<file path="src/rtl/ultrasonic_scanner.sv">
// rtl/ultrasonic_scanner.sv - multiplexed ultrasonic ranging scanner
// Walks the sensor mux, fires a trigger, times the echo in cm and reports one result per sensor.
module ultrasonic_scanner #(
  parameter int NUM_SENSORS    = 4,
  parameter int SETTLE_CYCLES  = 500,
  parameter int TRIG_CYCLES    = 500,
  parameter int CM_CYCLES      = 2900,
  parameter int TIMEOUT_CYCLES = 1500000,
  parameter int GAP_CYCLES     = 500000
) (
  input  logic        clk,
  input  logic        reset,
  input  logic        scan_enable,
  input  logic        echo_rx,
  output logic        trig_tx,
  output logic [3:0]  mux_sensor_select,
  output logic        dist_valid,
  output logic [3:0]  dist_sensor,
  output logic [15:0] distance,
  output logic        dist_timeout
);

  localparam int MAX_A   = (SETTLE_CYCLES > TRIG_CYCLES) ? SETTLE_CYCLES : TRIG_CYCLES;
  localparam int MAX_B   = (TIMEOUT_CYCLES > GAP_CYCLES) ? TIMEOUT_CYCLES : GAP_CYCLES;
  localparam int CNT_MAX = (MAX_A > MAX_B) ? MAX_A : MAX_B;
  localparam int CW      = (CNT_MAX > 1) ? $clog2(CNT_MAX) : 1;
  localparam int PW      = (CM_CYCLES > 1) ? $clog2(CM_CYCLES) : 1;

  localparam logic [CW-1:0] SETTLE_LAST  = CW'(SETTLE_CYCLES - 1);
  localparam logic [CW-1:0] TRIG_LAST    = CW'(TRIG_CYCLES - 1);
  localparam logic [CW-1:0] TIMEOUT_LAST = CW'(TIMEOUT_CYCLES - 1);
  localparam logic [CW-1:0] GAP_LAST     = CW'(GAP_CYCLES - 1);
  localparam logic [PW-1:0] CM_LAST      = PW'(CM_CYCLES - 1);
  localparam logic [3:0]    IDX_LAST     = 4'(NUM_SENSORS - 1);

  typedef enum logic [2:0] {IDLE, SETTLE, TRIG, WAIT_RISE, MEASURE, REPORT, GAP} state_t;

  state_t        state_q, state_d;
  logic [CW-1:0] cnt_q, cnt_d;
  logic [PW-1:0] pre_q, pre_d;
  logic [15:0]   dcnt_q, dcnt_d;
  logic [3:0]    idx_q, idx_d;
  logic          trig_q, trig_d;
  logic          dist_valid_q, dist_valid_d;
  logic [3:0]    dist_sensor_q, dist_sensor_d;
  logic [15:0]   distance_q, distance_d;
  logic          dist_timeout_q, dist_timeout_d;
  logic          echo_s1_q, echo_s1_d, echo_s2_q, echo_s2_d, echo_prev_q, echo_prev_d;
  logic          echo_rise, echo_fall;
  logic          report_go, report_to, abort;

  assign echo_rise = echo_s2_q & ~echo_prev_q;
  assign echo_fall = ~echo_s2_q & echo_prev_q;

  always_comb begin
    state_d        = state_q;
    cnt_d          = cnt_q;
    pre_d          = pre_q;
    dcnt_d         = dcnt_q;
    idx_d          = idx_q;
    trig_d         = trig_q;
    dist_valid_d   = 1'b0;
    dist_sensor_d  = dist_sensor_q;
    distance_d     = distance_q;
    dist_timeout_d = dist_timeout_q;
    echo_s1_d      = echo_rx;
    echo_s2_d      = echo_s1_q;
    echo_prev_d    = echo_s2_q;
    report_go      = 1'b0;
    report_to      = 1'b0;
    abort          = 1'b0;

    case (state_q)
      IDLE: begin
        trig_d = 1'b0;
        cnt_d  = '0;
        if (scan_enable) state_d = SETTLE;
      end
      SETTLE: begin
        if (!scan_enable) abort = 1'b1;
        else if (cnt_q == SETTLE_LAST) begin
          state_d = TRIG;
          cnt_d   = '0;
          trig_d  = 1'b1;
        end else cnt_d = cnt_q + CW'(1);
      end
      TRIG: begin
        if (!scan_enable) abort = 1'b1;
        else if (cnt_q == TRIG_LAST) begin
          state_d = WAIT_RISE;
          cnt_d   = '0;
          trig_d  = 1'b0;
        end else cnt_d = cnt_q + CW'(1);
      end
      WAIT_RISE: begin
        if (!scan_enable) abort = 1'b1;
        else if (echo_rise) begin
          state_d = MEASURE;
          cnt_d   = '0;
          pre_d   = '0;
          dcnt_d  = '0;
        end else if (cnt_q == TIMEOUT_LAST) begin
          report_go = 1'b1;
          report_to = 1'b1;
        end else cnt_d = cnt_q + CW'(1);
      end
      MEASURE: begin
        // Falling edge wins over a simultaneous timeout so a real echo is never lost.
        if (!scan_enable) abort = 1'b1;
        else if (echo_fall) report_go = 1'b1;
        else if (cnt_q == TIMEOUT_LAST) begin
          report_go = 1'b1;
          report_to = 1'b1;
        end else begin
          cnt_d = cnt_q + CW'(1);
          if (pre_q == CM_LAST) begin
            pre_d = '0;
            if (dcnt_q != 16'hFFFF) dcnt_d = dcnt_q + 16'd1;
          end else pre_d = pre_q + PW'(1);
        end
      end
      REPORT: begin
        state_d = GAP;
        cnt_d   = '0;
      end
      GAP: begin
        if (cnt_q == GAP_LAST) begin
          cnt_d   = '0;
          idx_d   = (idx_q == IDX_LAST) ? 4'd0 : idx_q + 4'd1;
          state_d = scan_enable ? SETTLE : IDLE;
        end else cnt_d = cnt_q + CW'(1);
      end
      default: state_d = IDLE;
    endcase

    if (report_go) begin
      state_d        = REPORT;
      cnt_d          = '0;
      dist_valid_d   = 1'b1;
      dist_sensor_d  = idx_q;
      distance_d     = report_to ? 16'hFFFF : dcnt_q;
      dist_timeout_d = report_to;
    end

    if (abort) begin
      state_d = IDLE;
      cnt_d   = '0;
      pre_d   = '0;
      dcnt_d  = '0;
      trig_d  = 1'b0;
    end
  end

  always_ff @(posedge clk) begin
    if (reset) begin
      state_q        <= IDLE;
      cnt_q          <= '0;
      pre_q          <= '0;
      dcnt_q         <= '0;
      idx_q          <= '0;
      trig_q         <= 1'b0;
      dist_valid_q   <= 1'b0;
      dist_sensor_q  <= '0;
      distance_q     <= '0;
      dist_timeout_q <= 1'b0;
      echo_s1_q      <= 1'b0;
      echo_s2_q      <= 1'b0;
      echo_prev_q    <= 1'b0;
    end else begin
      state_q        <= state_d;
      cnt_q          <= cnt_d;
      pre_q          <= pre_d;
      dcnt_q         <= dcnt_d;
      idx_q          <= idx_d;
      trig_q         <= trig_d;
      dist_valid_q   <= dist_valid_d;
      dist_sensor_q  <= dist_sensor_d;
      distance_q     <= distance_d;
      dist_timeout_q <= dist_timeout_d;
      echo_s1_q      <= echo_s1_d;
      echo_s2_q      <= echo_s2_d;
      echo_prev_q    <= echo_prev_d;
    end
  end

  assign trig_tx           = trig_q;
  assign mux_sensor_select = idx_q;
  assign dist_valid        = dist_valid_q;
  assign dist_sensor       = dist_sensor_q;
  assign distance          = distance_q;
  assign dist_timeout      = dist_timeout_q;

endmodule

</file>
<file path="config.mk">
export PLATFORM = sky130hd
export DESIGN_NAME = ultrasonic_scanner
export DESIGN_NICKNAME = d
export VERILOG_FILES = /design/src/rtl/ultrasonic_scanner.sv
export SDC_FILE = /design/constraint.sdc
export NUM_CORES = 1
export LEC_CHECK = 0
export ABC_AREA = 1
export CORE_ASPECT_RATIO = 0.8
export CORE_MARGIN = 5
export CORE_UTILIZATION = 39
export CTS_CLUSTER_DIAMETER = 150
export CTS_CLUSTER_SIZE = 30
export DETAILED_ROUTE_END_ITERATION = 8
export PLACE_DENSITY_LB_ADDON = 0.2
export SYNTH_ARGS = -nofsm -noshare
export SYNTH_HDL_FRONTEND = slang
export SYNTH_SLANG_ARGS = --single-unit
</file>
<file path="constraint.sdc">
create_clock -name clk -period 4.6 [get_ports clk]
set_input_delay 1.38 -clock clk [delete_from_list [all_inputs] [get_ports clk]]
set_output_delay 1.38 -clock clk [all_outputs]
set_load 0.02 [all_outputs]
</file>
==> impl_metrics.json, run 1 <==
{
  "fin_nets": 773,
  "nFillCells": 1299,
  "hold_ws_ns": 0.3999,
  "drv_cap": 0,
  "htree_levels": 3,
  "cts_made_buffers": 9,
  "synth_top_family_by_area": "simple AND/OR/NAND/NOR gates",
  "synth-async-reset-ratio": 0,
  "avgSynthCellArea_um2": 6.416,
  "netlist_top_cells_count": "175 x nand2_1, 118 x nor2_1, 82 x dfxtp_1, 69 x inv_1, 66 x nand3_1",
  "synth_edf_count": 0,
  "drive_gt1_frac": 0.09233,
  "clock_latency_ns": 0.34,
  "antennaDiodeCount": 0,
  "yosys.area.top_type_share": 0.3453,
  "setup_viol": 0,
  "route.final.wire_length_um": 13510,
  "tightest_slew_ns": 0.8531,
  "grt_pass1_wl_um": 22910,
  "yosysUniqueCellTypes": 35,
  "first_iter_violations": 451,
  "drc": 0,
  "area_growth_syn_to_layout_pct": 14.95,
  "routed_via_density": 5.268,
  "die_height_um": 108.8,
  "core_um2": 12070,
  "cts_setup_buffers": 0,
  "synth_top_flop_cell": "dfxtp_1",
  "grt-ovfl-total": 0,
  "cp_data_arrival_time_ns": 3.58,
  "port_buffers": 30,
  "ant_nets": 0,
  "die_w_um": 133.4,
  "critical_path.cell_chain": "clkdlybuf4s50_1 > nand2_1 > nand2_2 > nand2_1 > inv_2 > nand2_1 > a21oi_1 > nor2_1",
  "maxSlewHeadroom": 0.4296,
  "dp_hpwl_um": 9896,
  "synth_compound_area_frac": 0.1337,
  "clkSinkCount": 82,
  "die_area_um2": 14510,
  "synthTopCellsByArea": "dfxtp_1 35%, nand2_1 14%, nor2_1 9.3%",
  "grt_usage": 0.1941,
  "critPathMaxFanout": 16,
  "period_share": 0.7289,
  "synth-seq-cells": 82,
  "yosys_warnings": 0,
  "finalNonFillerCells": 921,
  "synthXorXnorAreaFrac": 0.02579,
  "post_drt_wl_per_cell_um": 14.67,
  "p_per_area_nw_per_um2": 424.6,
  "status": "complete, no violations",
  "timing.setup.tns_ns": 0,
  "hold_viol_final": 0,
  "slowest_stage": "clkdlybuf4s50_1",
  "fmax_mhz": 298.2,
  "synthesis.nets": 749,
  "skew_ns": 0.005338,
  "grt_pass1_vias": 4531,
  "cpPeakStageDelay_ns": 0.59,
  "synth_fa_ha_area_frac": 0.01053,
  "syn-instance-count": 741,
  "min_path_type": "flop to flop",
  "rows": 36,
  "endpoint_kind": "flop",
  "crit_required_ns": 4.83,
  "gp_congestion": 0.9764,
  "vias": 4852,
  "root_buffer": "clkbuf_16",
  "hold_buffers": 0,
  "cts.repair.resized": 0,
  "report.final.slew_viol_count": 0,
  "start_util": 0.3939,
  "placed_cells": 906,
  "pin_count": 31,
  "finalCriticalPeriod_ns": 3.353,
  "yosys-mux-area-fraction": 0,
  "yosysSeqAreaShare": 0.3453,
  "critical_path_class": "primary input to flop",
  "rsz0062_at_grt": "false",
  "p_leak_nw": 1.947,
  "utilization": 0.4527,
  "synth.most_common_cell": "nand2_1",
  "vdd.ir_drop.worst_mv": 0.2359,
  "cts.path.max_buffers": 2,
  "synthSimpleGateAreaFrac": 0.3987,
  "grt_max_degree": 24,
  "yosysTopAreaCell": "dfxtp_1",
  "dr.pass1.iters": 5,
  "clk_pin_slew_ns": 0.06,
  "start_kind": "primary input",
  "crit_path_frequent_cell": "nand2_1",
  "synthesis.area_um2": 4755,
  "cts_tree": "built",
  "antenna_found_initial": 0
}
[layer usage]
layer	wire, µm	global-route usage
met4	131	0.03304
met1	6895	0.2849
met2	5272	0.2743
met5	0	0
met3	1212	0.07103
[cell families (layout without fill, tap and decap cells)]
group,count (synthesis),count (layout)
AO/OA/AOI/OAI,115,115
XOR/XNOR,14,14
adder cells (fa/ha/maj),4,4
buffers and inverters,98,126
flip-flops,82,82
AND/OR/NAND/NOR,428,428
[sequential cells by signal, summed over array words and instances (netlist names)]
name               cells
state_q                3
mux_sensor_select      4
dcnt_q                16
echo_prev_d            1
dist_sensor            4
echo_s1_q              1
distance              16
trig_tx                1
dist_valid             1
dist_timeout           1
cnt_q                 21
pre_q                 12
echo_prev_q            1
[worst max-delay path, delay by kind of cell]
family	cells	cell delay (ns)
compound gates	1	0.24
buf+inv	2	0.97
simple gates	5	0.97
[final cells by class]
| class | count | area, µm² | area share |
|---|---|---|---|
| tap | 152 | 190.2 | 0.03480 |
| sequential | 82 | 1642 | 0.3004 |
| inverter | 79 | 299.0 | 0.05472 |
| clock inverter | 6 | 90.09 | 0.01648 |
| timing repair buffer | 32 | 315.3 | 0.05769 |
| multi-input combinational | 561 | 2704 | 0.4947 |
| clock buffer | 9 | 225.2 | 0.04121 |
[worst paths after layout]
path | start | to | slack (ns) | depth (start not counted)
worst min-delay path | echo_s1_q$_SDFF_PP0_ | echo_prev_d$_SDFF_PP0_ | 0.40 | 2
worst max-delay path | scan_enable | cnt_q[19]$_SDFFE_PP0P_ | 1.25 | 8
worst min register to register | echo_s1_q$_SDFF_PP0_ | echo_prev_d$_SDFF_PP0_ | 0.40 | 2
worst max register to register | cnt_q[0]$_SDFFE_PP0P_ | cnt_q[8]$_SDFFE_PP0P_ | 1.91 | 8
[placed cells by master (no fill, tap or decap), types with 2 or more instances in the layout]
master           instances
a21oi_1                 52
nor2_2                   4
o211ai_1                 5
nor2_1                 118
and3_1                   2
xnor2_1                  3
inv_2                    9
nor3_1                  14
nand2_1                175
clkbuf_16                9
o21ai_0                 30
a21oi_2                 11
nand3_1                 66
nor2_4                   3
clkdlybuf4s50_1         30
ha_1                     4
nand4_1                 18
o21ai_1                 14
inv_1                   69
or2_2                    2
xor2_1                  11
nand3_2                  3
nor3b_1                  2
bufinv_16                2
nand2_2                 17
buf_4                    2
dfxtp_1                 82
[metrics by stage]
step | setup slack (ns) | total power, mW | instance area, µm²
2_1_floorplan | 2.182 | 1.408 | 4755
6_report | 1.247 | 2.321 | 5465
3_3_place_gp | 0.9867 | 1.543 | 5150
3_5_place_dp | 0.9370 | 1.547 | 5150
5_1_grt | 1.018 | 2.474 | 5465
4_1_cts | 1.295 | 2.335 | 5465
[power breakdown]
part | internal, mW | switching, mW | leakage (nW) | total, mW
combinational | 0.177 | 0.569 | 1.13 | 0.746
sequential | 0.746 | 0.0535 | 0.662 | 0.800
clock | 0.474 | 0.301 | 0.152 | 0.775
total | 1.40 | 0.923 | 1.95 | 2.32
No activity file was read; power rests on OpenSTA's default activity.
==> run 2, diff against run 1 <==
Clock period 4.6 ns to 3.4 ns, I/O delays scaled along.
==> impl_metrics.json, run 2 (same netlist as run 1, synthesis figures left out) <==
{
  "rr_startpoint": "cnt_q[0]$_SDFFE_PP0P_",
  "rows": 36,
  "tightest_slew_ns": 0.8746,
  "pwr-share-comb": 0.321,
  "cp-startpoint": "cnt_q[0]$_SDFFE_PP0P_",
  "pin_count": 31,
  "post_drt_wl_per_cell_um": 14.20,
  "antennaDiodeCount": 0,
  "status": "complete, no violations",
  "grt_pass1_wl_um": 22510,
  "switchingPower_mw": 1.267,
  "grt-ovfl-total": 0,
  "die_w_um": 133.4,
  "first_iter_violations": 453,
  "slowest_stage": "nand3_1",
  "layout_commonest_cell": "nand2_1",
  "grt_util_met3": 0.04982,
  "antenna_found_initial": 0,
  "r2r-end": "cnt_q[19]$_SDFFE_PP0P_",
  "rsz0062_at_grt": "false",
  "core_um2": 12070,
  "multiInputGateArea_um2": 2704,
  "largest_reg_flops": 21,
  "setup_viol": 0,
  "utilization": 0.4586,
  "r2r_setup_slack_ns": 0.64,
  "finalCriticalPeriod_ns": 2.764,
  "critPathBufInv": 0,
  "reg2reg_depth": 8,
  "hold_viol_final": 0,
  "cts_made_buffers": 9,
  "area_growth_syn_to_layout_pct": 16.45,
  "cp_data_arrival_time_ns": 2.99,
  "regArea_um2": 1642,
  "grt_max_degree": 23,
  "crit_path_end": "cnt_q[19]$_SDFFE_PP0P_",
  "vdd.ir_drop.worst_mv": 0.4288,
  "endpoint_kind": "flop",
  "start_util": 0.3939,
  "crit_family": "simple AND/OR/NAND/NOR gates",
  "period_share": 0.8130,
  "gp_congestion": 0.9441,
  "drv_cap": 0,
  "dr.pass1.iters": 5,
  "dp_hpwl_um": 9580,
  "ant_nets": 0,
  "met1_usage": 0.2823,
  "critPathMaxFanout": 20,
  "nFillCells": 1270,
  "cpPeakStageDelay_ns": 0.65,
  "grt_util_met2": 0.2692,
  "hold_buffers": 0,
  "finalWorstSetupSlack_ns": 0.6358,
  "crit_required_ns": 3.63,
  "p_leak_nw": 1.992,
  "cts.path.max_buffers": 2,
  "grt_usage": 0.1895,
  "final_cell_mix": "175 x nand2_1, 118 x nor2_1, 82 x dfxtp_1, 69 x inv_1, 66 x nand3_1",
  "start_kind": "flop",
  "cts_setup_buffers": 0,
  "skew_ns": 0.007083,
  "p_total_mw": 3.272,
  "p_per_area_nw_per_um2": 590.9,
  "drc": 0,
  "timing.setup.tns_ns": 0,
  "clkSinkCount": 82,
  "vias": 4826,
  "root_buffer": "clkbuf_16",
  "cp.depth": 8,
  "cts_tree": "built",
  "clk_pin_slew_ns": 0.06,
  "regMostFlops": "cnt_q",
  "htree_levels": 3,
  "port_buffers": 30,
  "clock_latency_ns": 0.34,
  "fmax_mhz": 361.8,
  "fin_nets": 779,
  "die_height_um": 108.8,
  "die_area_um2": 14510,
  "intPower_mw": 2.004,
  "clkPwrFrac": 0.347,
  "grt_pass1_vias": 4544,
  "maxSlewHeadroom": 0.4153,
  "critical_path_class": "flop to flop",
  "placed_cells": 912,
  "routed_via_density": 5.200,
  "min_path_type": "flop to flop",
  "busiest_layer": "met1",
  "swShare": 0.3874,
  "drive_gt1_frac": 0.09923,
  "finalNonFillerCells": 928,
  "route.final.wire_length_um": 13170,
  "cts.repair.resized": 0,
  "power_frac_seq": 0.332,
  "dpl_worst_slack_ns": 0.3680,
  "crit_path_frequent_cell": "nand3_1",
  "report.final.slew_viol_count": 0,
  "critical_path.cell_chain": "ha_1 > nand3_1 > nor2_2 > nand3_1 > nand2_1 > nand3_1 > a21oi_1 > nor2_1"
}
-- run 2: area by class of cell --
| class | instances | area share |
|---|---|---|
| inverter | 79 | 0.05401 |
| timing repair buffer | 38 | 0.06508 |
| sequential | 82 | 0.2965 |
| clock buffer | 10 | 0.04136 |
| clock inverter | 6 | 0.02034 |
| multi-input combinational | 561 | 0.4884 |
| tap | 152 | 0.03435 |
-- run 2: layer usage --
layer  up-vias  part of all wire
met5         -                 0
met4         0            0.0092
met3         7             0.072
met2       156              0.39
met1      2197              0.53
li1       2466                 -
-- run 2: worst register-to-register path: cells and delay by family, from the launching register on --
family / cells / cell delay, ns
flops: 1 / 0.48
fa+ha+maj: 1 / 0.28
compound gates: 1 / 0.37
simple gates: 6 / 1.53
-- run 2: worst min path at each step --
stage,from,to,slack [ns],cells after the start
after floorplan,echo_s1_q$_SDFF_PP0_,echo_prev_d$_SDFF_PP0_,0.39,2
after global placement,echo_s1_q$_SDFF_PP0_,echo_prev_d$_SDFF_PP0_,0.40,2
after detailed placement,echo_s1_q$_SDFF_PP0_,echo_prev_d$_SDFF_PP0_,0.40,2
after CTS,echo_s1_q$_SDFF_PP0_,echo_prev_d$_SDFF_PP0_,0.41,2
after global routing,echo_s1_q$_SDFF_PP0_,echo_prev_d$_SDFF_PP0_,0.44,2
final,echo_s1_q$_SDFF_PP0_,echo_prev_d$_SDFF_PP0_,0.41,2
-- run 2: per-stage QoR --
| step | hold slack [ns] | area, µm² |
|---|---|---|
| finish | 0.4059 | 5537 |
| global placement | 0.4021 | 5195 |
| floorplan | 0.3883 | 4755 |
| CTS | 0.4103 | 5537 |
| global route | 0.4354 | 5537 |
| detailed placement | 0.4015 | 5195 |
-- run 2: power groups by stage --
stage / logic (mW) / clock network, mW / registers, mW
after floorplan: 0.830 / 0 / 1.07
after global placement: 1.02 / 0 / 1.11
after detailed placement: 1.03 / 0 / 1.11
after CTS: 1.04 / 1.15 / 1.08
after global routing: 1.17 / 1.19 / 1.09
final: 1.05 / 1.13 / 1.09
